**src/rtl/mem_access_unit.sv**
```systemverilog
// MEM-stage controller in front of a word-wide, 1-cycle-read data memory.
// Handles word accesses directly, sub-word stores by read-modify-write, and load extension.
module mem_access_unit #(
   parameter bit          CHECK_ALIGN = 1'b1,
   parameter int unsigned OP_W        = 4
) (
   input  logic            clk,
   input  logic            rst,
   input  logic            req_valid,
   input  logic [OP_W-1:0] req_op,
   input  logic [31:0]     req_addr,
   input  logic [31:0]     req_wdata,
   output logic            stall,
   output logic [31:0]     dm_address,
   output logic [31:0]     dm_data_in,
   output logic            dm_r,
   output logic            dm_w,
   input  logic [31:0]     dm_data_out,
   output logic            wb_valid,
   output logic [31:0]     wb_data,
   output logic            align_err
);

   localparam logic DM_R_ON  = 1'b1;
   localparam logic DM_R_OFF = 1'b0;
   localparam logic DM_W_ON  = 1'b1;
   localparam logic DM_W_OFF = 1'b0;

   localparam logic [OP_W-1:0] OP_LW  = OP_W'(1);
   localparam logic [OP_W-1:0] OP_LH  = OP_W'(2);
   localparam logic [OP_W-1:0] OP_LHU = OP_W'(3);
   localparam logic [OP_W-1:0] OP_LB  = OP_W'(4);
   localparam logic [OP_W-1:0] OP_LBU = OP_W'(5);
   localparam logic [OP_W-1:0] OP_SW  = OP_W'(6);
   localparam logic [OP_W-1:0] OP_SH  = OP_W'(7);
   localparam logic [OP_W-1:0] OP_SB  = OP_W'(8);

   typedef enum logic [1:0] {IDLE, LOAD_WAIT, RMW_WRITE} state_t;

   state_t      state, state_nxt;
   logic        is_load, is_sw, is_sub, addr_bad, misaligned;
   logic        wb_set, err_set;
   logic [4:0]  lane_sh;
   logic [31:0] lane_mask, lane_data, merged, ld_result;
   logic [7:0]  ld_byte;
   logic [15:0] ld_half;

   assign dm_address = {req_addr[31:2], 2'b00};
   assign misaligned = CHECK_ALIGN && addr_bad;

   // Opcode decode and alignment rule per access size
   always_comb begin
      is_load  = 1'b0;
      is_sw    = 1'b0;
      is_sub   = 1'b0;
      addr_bad = 1'b0;
      case (req_op)
         OP_LW:          begin is_load = 1'b1; addr_bad = |req_addr[1:0]; end
         OP_LH, OP_LHU:  begin is_load = 1'b1; addr_bad = req_addr[0];    end
         OP_LB, OP_LBU:  is_load = 1'b1;
         OP_SW:          begin is_sw   = 1'b1; addr_bad = |req_addr[1:0]; end
         OP_SH:          begin is_sub  = 1'b1; addr_bad = req_addr[0];    end
         OP_SB:          is_sub = 1'b1;
         default:        ;
      endcase
   end

   // Load lane extraction with sign/zero extension
   always_comb begin
      ld_byte = 8'(dm_data_out >> {req_addr[1:0], 3'b000});
      ld_half = 16'(dm_data_out >> {req_addr[1], 4'b0000});
      case (req_op)
         OP_LH:   ld_result = {{16{ld_half[15]}}, ld_half};
         OP_LHU:  ld_result = {16'h0000, ld_half};
         OP_LB:   ld_result = {{24{ld_byte[7]}}, ld_byte};
         OP_LBU:  ld_result = {24'h000000, ld_byte};
         default: ld_result = dm_data_out;
      endcase
   end

   // Store-lane merge into the word read back during the RMW
   always_comb begin
      if (req_op == OP_SB) begin
         lane_sh   = {req_addr[1:0], 3'b000};
         lane_mask = 32'h0000_00FF << lane_sh;
         lane_data = 32'(req_wdata[7:0]) << lane_sh;
      end else begin
         lane_sh   = {req_addr[1], 4'b0000};
         lane_mask = 32'h0000_FFFF << lane_sh;
         lane_data = 32'(req_wdata[15:0]) << lane_sh;
      end
      merged = (dm_data_out & ~lane_mask) | (lane_data & lane_mask);
   end

   always_ff @(posedge clk) begin
      if (rst) begin
         state     <= IDLE;
         wb_valid  <= 1'b0;
         wb_data   <= 32'h0;
         align_err <= 1'b0;
      end else begin
         state     <= state_nxt;
         wb_valid  <= wb_set;
         align_err <= err_set;
         if (wb_set) wb_data <= ld_result;
      end
   end

   // Next state and DM strobes; everything held inactive during reset
   always_comb begin
      state_nxt  = state;
      stall      = 1'b0;
      dm_r       = DM_R_OFF;
      dm_w       = DM_W_OFF;
      dm_data_in = req_wdata;
      wb_set     = 1'b0;
      err_set    = 1'b0;
      if (!rst) begin
         case (state)
            IDLE: begin
               if (req_valid) begin
                  if (misaligned) begin
                     err_set = 1'b1;
                  end else if (is_sw) begin
                     dm_w = DM_W_ON;
                  end else if (is_load) begin
                     dm_r      = DM_R_ON;
                     stall     = 1'b1;
                     state_nxt = LOAD_WAIT;
                  end else if (is_sub) begin
                     dm_r      = DM_R_ON;
                     stall     = 1'b1;
                     state_nxt = RMW_WRITE;
                  end
               end
            end
            LOAD_WAIT: begin
               wb_set    = 1'b1;
               state_nxt = IDLE;
            end
            RMW_WRITE: begin
               dm_w       = DM_W_ON;
               dm_data_in = merged;
               state_nxt  = IDLE;
            end
            default: state_nxt = IDLE;
         endcase
      end
   end

endmodule

```
**config.mk**
```make
export PLATFORM = sky130hd
export DESIGN_NAME = mem_access_unit
export DESIGN_NICKNAME = d
export VERILOG_FILES = /design/src/rtl/mem_access_unit.sv
export SDC_FILE = /design/constraint.sdc
export NUM_CORES = 1
export LEC_CHECK = 0
export ABC_AREA = 1
export BUFFER_PORTS_ARGS = -buffer_cell sky130_fd_sc_hd__buf_2
export CORE_MARGIN = 10
export CORE_UTILIZATION = 40
export DETAILED_ROUTE_END_ITERATION = 10
export PLACE_DENSITY = 0.79
export RECOVER_POWER = 50
export SLEW_MARGIN = 20
export SYNTH_ARGS = -nofsm -noshare
export SYNTH_HDL_FRONTEND = slang
export SYNTH_SLANG_ARGS = --single-unit
```
**constraint.sdc**
```tcl
create_clock -name clk -period 1.42 [get_ports clk]
set_clock_uncertainty 0.15 [all_clocks]
set_input_delay 0 -clock clk [delete_from_list [all_inputs] [get_ports clk]]
set_output_delay 0 -clock clk [all_outputs]
set_load 0.02 [all_outputs]
```
# ---- Word level (Yosys, flattened, before mapping)
# Cells that the tools add are included.
dict set report op_classes {
  n_eq_ne 10
  n_shift 6
  mux 26
  n_bitwise 8
  reduce_logical 10
}
# cell n
set op_table {}
lappend op_table {{two-way mux 32 bit} 4}
lappend op_table {{one-hot mux 32 bit (4 select lines)} 1}
lappend op_table {{bitwise AND 32 bit} 2}
lappend op_table {{NOT 32 bit} 1}
lappend op_table {{OR 32 bit} 1}
lappend op_table {{<< shifter 16 x 5 -> 32 bit} 1}
lappend op_table {{<< shifter 16 x 5 -> 32 bit (first input constant)} 1}
lappend op_table {{<< shifter 8 x 5 -> 32 bit} 1}
lappend op_table {{<< shifter 8 x 5 -> 32 bit (first input constant)} 1}
lappend op_table {{right shift 32 x 5 -> 16 bit} 1}
lappend op_table {{right shift 32 x 5 -> 8 bit} 1}
lappend op_table {{two-way mux 1 bit} 17}
lappend op_table {{equality test 4 x 3 -> 1 bit (second input constant)} 4}
lappend op_table {{equality test 4 x 2 -> 1 bit (second input constant)} 2}
lappend op_table {{OR reduction 2 bit} 4}
lappend op_table {{OR reduction 3 bit} 2}
lappend op_table {{OR reduction 5 bit} 1}
lappend op_table {{equality test 4 x 1 -> 1 bit (second input constant)} 1}
lappend op_table {{equality test 4 bit (second input constant)} 1}
lappend op_table {{two-way mux 2 bit} 2}
lappend op_table {{NOT 1 bit} 4}
lappend op_table {{one-hot mux 1 bit (2 select lines)} 2}
lappend op_table {{AND reduction 4 bit} 1}
lappend op_table {{equality test 2 x 1 -> 1 bit (second input constant)} 1}
lappend op_table {{other kinds (3)} 3}
dict set report word_totals {
  regBits 36
  output_inout_bits 101
  wordCells 64
}

# ---- Logic depth before layout (Yosys ltp)
# Gate-level depths: netlist (run 1).
dict set report depth {
  depth_word 10
  ltp_mapped 10
  mapped_depth_nobuf 9
}

# ---- Worst setup path after synthesis (run 1)
# No wires, ideal clock.
dict set report synth_path {
  kind {register to output}
  start {register state[0]}
  end {output dm_data_in[0]}
  arrival_time_ns 1.324
  slack_ns -0.054
  stages_incl_launch_ff 7
  path_buffers 1
  cell_sequence {dfxtp_1 -> nor2_1 -> nand2_1 -> inv_2 -> nand2_2 -> buf_2 -> o21ai_1}
}
dict set report synth_via {
  elab_chain_cells 3
}
# element line
set synth_rtl {}
lappend synth_rtl {{from (decl)} 40} ;# state_t state, state_nxt;
lappend synth_rtl {{from (signal assigned)} 102} ;# state <= state_nxt;
lappend synth_rtl {{equality test 2 bit} 119} ;# case (state)
lappend synth_rtl {{two-way mux 32 bit} 119}
lappend synth_rtl {{two-way mux 32 bit} 118} ;# if (!rst) begin
lappend synth_rtl {{to (decl)} 15} ;# output logic [31:0] dm_data_in,
# Every way passes these cells.

# ---- Final worst setup path (run 1)
dict set report layout_path {
  start {register state[0]}
  end {output dm_data_in[5]}
}
# Same word-level chain as after synthesis.

==> results.json, run 1 <==
{
  "min_from": "dm_data_out[11]",
  "powerDensity_nw_per_um2": 629,
  "finalPower_mw": 3.15,
  "crit_path_max_incr_delay_ns": 0.35,
  "antennaDiodeCount": 0,
  "pre_cts_slack_ns": 0.0301,
  "layout_commonest_cell": "nand2_1",
  "synth.area.top_cells": "nand2_1 24%, dfxtp_1 22%, nor2_1 8.6%",
  "clkLatencyLatePin_ns": 0.30,
  "routedWlPerCell_um": 17.2,
  "setup_ws_ns": -0.340,
  "arrival_ns": 1.61,
  "max_freq_ghz": 0.568,
  "ant_nets": 0,
  "drtIter0Drc": 304,
  "crit_family": "buffers and inverters",
  "instances_no_fill": 859,
  "cp-end-kind": "output port",
  "die_w_um": 111,
  "crit_fanout": 8,
  "fin_nets": 856,
  "fp.dieH_um": 111,
  "maxSlewViolCount": 0,
  "htreeDepth": 2,
  "setup_viol": 51,
  "drv_cap": 0,
  "final_util": 0.612,
  "die_area_um2": 12400,
  "yosys.area.top_type": "nand2_1",
  "track_usage": 0.210,
  "gp_congestion": 0.979,
  "tritoncts": "done",
  "crit_chain": "nor2_4 > nand2_2 > inv_2 > nand2_4 > buf_12 > o21ai_1 > buf_4",
  "core-area_um2": 8180,
  "ir_drop_uv": 340,
  "clk_pin_slew_ns": 0.08,
  "crit_path_top_delay_cell": "dfxtp_2",
  "placed_area_um2": 4010,
  "vias": 4441,
  "r2r-start": "state[1]$_SDFFE_PP0P_",
  "crit_type": "flip-flop to output port",
  "final_cell_mix": "195 x nand2_1, 101 x buf_2, 71 x nor2_1",
  "status": "complete, but fails checks",
  "yosysTopAreaCellShare": 0.236,
  "final_layout_size_suffix_gt1_frac": 0.333,
  "ys_warn_count": 0,
  "fin_area_um2": 5000,
  "port_buffers": 141,
  "leakage_nw": 2.73,
  "hold_class": "input port to flip-flop",
  "wl_um": 14800,
  "crit_start": "state[0]$_SDFFE_PP0P_",
  "grt_pass1_wl_um": 21900,
  "yosysUniqueCellTypes": 27,
  "cts_buffer_depth": 2,
  "period_needed_ns": 1.76,
  "violations": "setup timing",
  "root_buffer": "clkbuf_8",
  "synthCells": 595,
  "drt-pass1-iter-count": 5,
  "ios": 204,
  "initial_core_util": 0.407,
  "final.setup.tns_ns": -6.93,
  "syn-cell-area_um2": 3330,
  "grt-ovfl-total": 0,
  "hold_violations": 0,
  "grt_pass1_vias": 4279,
  "grt_max_degree": 42,
  "hpwl_um": 10400,
  "rsz0062_at_grt": "true",
  "ys_seq_elements": 36,
  "cp.depth": 7,
  "core.rowCount": 33,
  "numCtsBuffers": 5,
  "finalCritPeriodShare": 1.24,
  "drc": 0,
  "synth-seq-area-share": 0.217,
  "hold_ws_ns": 0.00815,
  "antenna_found_initial": 0,
  "dpl.cell_count": 809,
  "cts.sinks": 36,
  "cp_data_required_time_ns": 1.27,
  "syn_area_per_cell_um2": 5.59,
  "r2r_cells": 7,
  "worstPathBufferInverterCount": 3,
  "viasPerCell": 5.17,
  "synthToLayoutAreaGrowth_pct": 50.4,
  "start_kind": "flip-flop",
  "holdPathStages": 5
}
[worst reg2reg max path, delay by kind of cell, from the launching register on]
| family | cells | cell delay (ns) |
|---|---|---|
| AO/OA/AOI/OAI | 1 | 0.09 |
| buffers and inverters | 2 | 0.24 |
| flip-flops | 1 | 0.37 |
| AND/OR/NAND/NOR | 4 | 0.49 |
[cells by family (layout without fill, tap and decap cells)]
| group | Yosys count | after routing | synth area share |
|---|---|---|---|
| AOI/OAI and AO/OA | 81 | 81 | 0.128 |
| buffers and inverters | 125 | 283 | 0.201 |
| DFF | 36 | 36 | 0.217 |
| other | 1 | 2 | 0.00113 |
| and+or+nand+nor | 352 | 352 | 0.454 |
[state kept, by name (all words and copies together) (netlist names)]
signal,cells
align_err,1
wb_valid,1
wb_data,32
state,2
[final timing paths]
check,end,slack [ns]
max,dm_data_in[5],-0.34
min,wb_data[11]$_SDFFE_PP0P_,0.008
max reg2reg,wb_data[9]$_SDFFE_PP0P_,-0.04
min reg2reg,wb_data[5]$_SDFFE_PP0P_,0.32
[report_power, final]
group | leakage [nW] | total [mW] | switching [mW] | internal (mW)
Sequential | 0.292 | 1.04 | 0.0117 | 1.03
Clock | 0.0552 | 0.927 | 0.405 | 0.522
Combinational | 2.38 | 1.18 | 0.705 | 0.472
Total | 2.73 | 3.15 | 1.12 | 2.02
[cell type report]
| cell class | instances | area [um^2] |
|---|---|---|
| Clock buffer | 6 | 72.6 |
| Clock inverter | 2 | 35.0 |
| Fill cell | 764 | 3170 |
| Inverter | 66 | 248 |
| Multi-Input combinational cell | 435 | 2180 |
| Sequential cell | 36 | 726 |
| Tap cell | 105 | 131 |
| Timing Repair Buffer | 209 | 1610 |
[Yosys cell counts]
master and number:
buf_6 3, buf_12 1, bufbuf_8 1, nand4_1 9, buf_4 35, nand2_1 209, inv_1 60, a21oi_1 16
o21ai_0 40, o21a_1 1, and3_1 1, o21ai_1 17, buf_2 11, nand2_4 6, nor2_4 2, inv_2 6
nand2_8 1, conb_1 1, nor2_1 76, a21boi_0 7, nand3_2 1, nor2_2 3, nand3_4 1, dfxtp_1 36
clkbuf_1 8, nand3_1 39, nand2_2 4
[routing by layer]
| metal | vias to the layer above | track usage | part of all wire |
|---|---|---|---|
| li1 | 2126 | - | - |
| met1 | 1973 | 0.249 | 0.38 |
| met2 | 300 | 0.347 | 0.47 |
| met3 | 42 | 0.0671 | 0.12 |
| met4 | 0 | 0.0754 | 0.033 |
| met5 | - | 0 | 0 |
[timing repair]
action                                 in CTS  in global routing
hold buffers                               36                  0
resized for setup                          96                 53
setup endpoints to repair                  35                 66
pin swaps                                  12                 21
endpoints found under the hold margin      36                  0
cloned                                      0                  0
setup buffers                               4                  4
Note: power is estimated with default switching activity, not from simulation.
==> inputs of run 2 (changes only) <==
==> constraint.sdc (replaced) <==
create_clock -name clk -period 1.42 [get_ports clk]
set_clock_uncertainty 0.15 [all_clocks]
set_input_delay 0.142 -clock clk [delete_from_list [all_inputs] [get_ports clk]]
set_output_delay 0.142 -clock clk [all_outputs]
set_load 0.02 [all_outputs]
==> run 2 against run 1 <==
Effect of this change: the run still ends with setup timing left; power fell by 2.6%; global-route usage fell by 0.071 points; non-clock buffer count fell by 14; utilization fell by 0.81 points; die area did not move; hold slack improved by 0.053 ns; critical path depth did not move; maximum frequency fell by 2.8%; critical endpoint is now dm_data_in[2]; largest cell class unchanged; largest power group unchanged.
==> results.json, run 2 (synthesis gave the netlist of run 1 again) <==
{
  "hold_violations": 0,
  "ios": 204,
  "crit_path_top_delay_cell": "dfxtp_2",
  "cp_data_required_time_ns": 1.13,
  "clkLatencyLatePin_ns": 0.30,
  "routedWlPerCell_um": 16.9,
  "antenna_found_initial": 1,
  "cp-end-kind": "output port",
  "port_buffers": 141,
  "fp.dieH_um": 111,
  "viasPerCell": 5.04,
  "max_freq_ghz": 0.552,
  "cts.sinks": 36,
  "instances_no_fill": 845,
  "die_w_um": 111,
  "antennaDiodeCount": 0,
  "core-area_um2": 8180,
  "grt_pass1_vias": 4222,
  "grt_max_degree": 33,
  "finalCritPeriodShare": 1.27,
  "setup_viol": 63,
  "finalPower_mw": 3.06,
  "crit_chain": "nor2_4 > nand2_4 > inv_4 > nand2_4 > buf_16 > o21ai_4 > buf_6",
  "wl_um": 14300,
  "final_util": 0.604,
  "largest_register": "wb_data",
  "drc": 0,
  "ir_drop_uv": 369,
  "crit_fanout": 8,
  "final_cell_mix": "191 x nand2_1, 105 x buf_2, 70 x nor2_1",
  "arrival_ns": 1.52,
  "grt-ovfl-total": 0,
  "drtIter0Drc": 280,
  "period_needed_ns": 1.81,
  "largest_register_ffs": 32,
  "fin_nets": 842,
  "power_frac_seq": 0.340,
  "leakage_nw": 2.71,
  "tritoncts": "done",
  "root_buffer": "clkbuf_8",
  "switching_share": 0.351,
  "powerDensity_nw_per_um2": 621,
  "crit_path_max_incr_delay_ns": 0.34,
  "final_layout_size_suffix_gt1_frac": 0.376,
  "p_int_mw": 1.99,
  "core.rowCount": 33,
  "cpMostUsedCell": "nand2_4",
  "grt_pass1_wl_um": 21800,
  "initial_core_util": 0.407,
  "drv_cap": 0,
  "drt-pass1-iter-count": 5,
  "status": "complete, but fails checks",
  "hpwl_um": 11200,
  "dpl.cell_count": 825,
  "die_area_um2": 12400,
  "hold_ws_ns": 0.0612,
  "vias": 4259,
  "maxSlewViolCount": 0,
  "htreeDepth": 2,
  "clk_pin_slew_ns": 0.09,
  "violations": "setup timing",
  "pwr-share-clk": 0.307,
  "cts_buffer_depth": 2,
  "hold_class": "input port to flip-flop",
  "track_usage": 0.210,
  "layout_commonest_cell": "nand2_1",
  "switchingPower_mw": 1.08,
  "gp_congestion": 0.975,
  "top_regs": "wb_data x32, state x2",
  "ant_nets": 0,
  "p_comb_frac": 0.353,
  "start_kind": "flip-flop",
  "fillerInstances": 813,
  "numCtsBuffers": 5,
  "rsz0062_at_grt": "true",
  "crit_type": "flip-flop to output port",
  "setup_ws_ns": -0.390,
  "synthToLayoutAreaGrowth_pct": 48.4
}
[run 2: worst max-delay path, delay by kind of cell (launching register included)]
family | cells | cell delay [ns]
buf+inv | 3 | 0.39
flops | 1 | 0.34
simple gates | 3 | 0.33
compound gates | 1 | 0.14
[run 2: worst paths after layout]
kind,end,cells after the start,start,slack (ns)
hold reg to reg,wb_data[2]$_SDFFE_PP0P_,2,wb_data[2]$_SDFFE_PP0P_,0.32
setup reg to reg,wb_data[10]$_SDFFE_PP0P_,8,state[1]$_SDFFE_PP0P_,-0.15
setup / recovery,dm_data_in[2],7,state[0]$_SDFFE_PP0P_,-0.39
hold / removal,wb_data[6]$_SDFFE_PP0P_,5,dm_data_out[6],0.06
[run 2: stage by stage]
step / TNS [ns] / instance area (um^2) / setup slack (ns)
after floorplan: 0 / 3430 / 0.000281
after global placement: -4.68 / 4260 / -0.212
after detailed placement: -4.89 / 4260 / -0.200
after CTS: -10.80 / 4610 / -0.348
after global routing: -20.80 / 4940 / -0.471
final: -15.41 / 4940 / -0.390
[run 2: power groups by stage]
stage / clock [mW] / combinational, mW / sequential, mW
4_1_cts: 0.938 / 0.990 / 1.04
2_1_floorplan: 0 / 0.625 / 1.09
6_report: 0.941 / 1.08 / 1.04
3_3_place_gp: 0 / 0.909 / 1.06
5_1_grt: 0.979 / 1.17 / 1.04
3_5_place_dp: 0 / 0.916 / 1.07
[run 2: routing by layer]
layer | up-vias | GRT usage | part of all wire
met5 | - | 0 | 0.00091
met4 | 2 | 0.0754 | 0.020
met3 | 35 | 0.0584 | 0.087
met2 | 175 | 0.355 | 0.49
met1 | 1952 | 0.246 | 0.40
li1 | 2095 | - | -
[run 2: timing repair]
| action | in CTS | in global routing |
|---|---|---|
| endpoints found under the setup margin | 40 | 66 |
| hold buffers | 0 | 0 |
| buffers inserted | 1 | 8 |
| pin swaps | 6 | 11 |
| endpoints found under the hold margin | 0 | 0 |
| gates resized for setup | 65 | 70 |
| cloned | 1 | 2 |
[run 2: final cells by class]
type | instances | area [um^2] | share of cell area
multi-input cells | 435 | 2250 | 0.457
inverters | 66 | 250 | 0.0507
clock buffers | 5 | 68.8 | 0.0139
repair buffers | 195 | 1460 | 0.296
clock inverters | 3 | 42.5 | 0.00862
well taps | 105 | 131 | 0.0266
flip-flops and latches | 36 | 726 | 0.147
==> inputs of run 3 (changes only) <==
Settings changed: SKIP_LAST_GASP from default to 1.
==> run 3 against run 2 <==
Effect of this change: the run still ends with setup timing left; flip-flop and latch count did not move; largest cell class unchanged; via count rose by 0.14%; hold slack improved by 0.0021 ns; non-clock buffer count fell by 1; sequential power barely moved; maximum frequency rose by 0.90%; first-iteration DRC count fell by 9.3%; count of clock-buffer cells in the layout did not move; setup slack improved by 0.016 ns; die area did not move; clock power barely moved; power fell by 1.2%.
==> results.json, run 3 (synthesis gave the netlist of run 1 again) <==
{
  "cts_buffer_depth": 2,
  "cts.sinks": 36,
  "drt-pass1-iter-count": 5,
  "clk_pin_slew_ns": 0.09,
  "wl_um": 14200,
  "grt-ovfl-total": 0,
  "cp-end-kind": "output port",
  "switchingPower_mw": 1.06,
  "cp_data_required_time_ns": 1.13,
  "final_cell_mix": "194 x nand2_1, 105 x buf_2, 70 x nor2_1",
  "max_freq_ghz": 0.557,
  "maxSlewViolCount": 0,
  "power_frac_seq": 0.344,
  "port_buffers": 141,
  "placed_area_um2": 4260,
  "setup_viol": 63,
  "track_usage": 0.209,
  "pwr-share-clk": 0.310,
  "routedWlPerCell_um": 16.8,
  "drv_cap": 0,
  "grt_max_degree": 33,
  "hold_ws_ns": 0.0634,
  "gp_congestion": 0.975,
  "crit_type": "flip-flop to output port",
  "arrival_ns": 1.50,
  "ant_nets": 0,
  "ios": 204,
  "final.setup.tns_ns": -14.82,
  "drc": 0,
  "fp.dieH_um": 111,
  "largest_register_ffs": 32,
  "die_area_um2": 12400,
  "antenna_found_initial": 1,
  "fin_nets": 841,
  "finalCritPeriodShare": 1.26,
  "fin_area_um2": 4820,
  "hpwl_um": 11200,
  "initial_core_util": 0.407,
  "top_regs": "wb_data x32, state x2",
  "htreeDepth": 2,
  "core-area_um2": 8180,
  "die_w_um": 111,
  "vias": 4265,
  "numCtsBuffers": 5,
  "p_comb_frac": 0.346,
  "crit_fanout": 18,
  "status": "complete, but fails checks",
  "setup_ws_ns": -0.374,
  "pre_cts_slack_ns": -0.200,
  "ir_drop_uv": 365,
  "core.rowCount": 33,
  "root_buffer": "clkbuf_8",
  "rsz0062_at_grt": "true",
  "leakage_nw": 2.68,
  "antennaDiodeCount": 0,
  "synthToLayoutAreaGrowth_pct": 45.0,
  "largest_register": "wb_data",
  "final_layout_size_suffix_gt1_frac": 0.368,
  "layout_commonest_cell": "nand2_1",
  "grt_pass1_vias": 4213,
  "postCtsHoldBufs": 0,
  "drtIter0Drc": 254,
  "grt_pass1_wl_um": 21700,
  "viasPerCell": 5.05,
  "violations": "setup timing",
  "reg2reg_slack_ns": -0.16,
  "hold_violations": 0,
  "hold_class": "input port to flip-flop",
  "start_kind": "flip-flop",
  "clkLatencyLatePin_ns": 0.30,
  "period_needed_ns": 1.79,
  "p_int_mw": 1.97,
  "powerDensity_nw_per_um2": 628,
  "tritoncts": "done",
  "switching_share": 0.350
}
run 3: final cells by class:
class	count	area (um^2)
clock buffer	5	68.8
clock inverter	3	42.5
fill	829	3350
inverter	66	250
multi-input combinational	435	2220
sequential	36	726
tap	105	131
timing repair buffer	194	1390
run 3: power by group through the flow:
stage | combinational (mW) | clock (mW) | sequential (mW)
after CTS | 0.985 | 0.938 | 1.04
after global placement | 0.909 | 0 | 1.06
final | 1.05 | 0.938 | 1.04
after global routing | 1.13 | 0.979 | 1.04
after detailed placement | 0.916 | 0 | 1.07
after floorplan | 0.625 | 0 | 1.09
run 3: worst paths after layout:
check	start	endpoint	depth (start not counted)
setup / recovery	state[0]$_SDFFE_PP0P_	dm_data_in[9]	7
hold / removal	dm_data_out[6]	wb_data[6]$_SDFFE_PP0P_	5
setup reg to reg	state[1]$_SDFFE_PP0P_	wb_data[9]$_SDFFE_PP0P_	8
hold reg to reg	wb_data[2]$_SDFFE_PP0P_	wb_data[2]$_SDFFE_PP0P_	2
run 3: repair_timing:
action	CTS	global route
pin swaps	6	11
setup endpoints to repair	40	66
gates resized for setup	61	53
setup buffers	1	8
cloned	1	1
run 3: critical path, stage by stage, from the launching register on:
cell and delay [ns]:
dfxtp_2 0.34, nor2_4 0.15, nand2_4 0.10, buf_12 0.17, buf_6 0.14, nand2_1 0.07
nand2_1 0.06, buf_4 0.16
run 3: through the flow:
| stage | power [mW] | cells | util |
|---|---|---|---|
| after floorplan | 1.71 | 596 | - |
| after global placement | 1.97 | 825 | 0.521 |
| after detailed placement | 1.98 | 825 | 0.521 |
| after CTS | 2.97 | 835 | 0.562 |
| after global routing | 3.16 | 844 | 0.590 |
| final | 3.03 | 844 | 0.590 |
run 3: per-layer routing:
metal,up-vias,track usage,part of all wire
met3,36,0.0584,0.084
li1,2090,-,-
met2,190,0.354,0.49
met4,2,0.0754,0.021
met1,1947,0.245,0.40
met5,-,0,0.00092
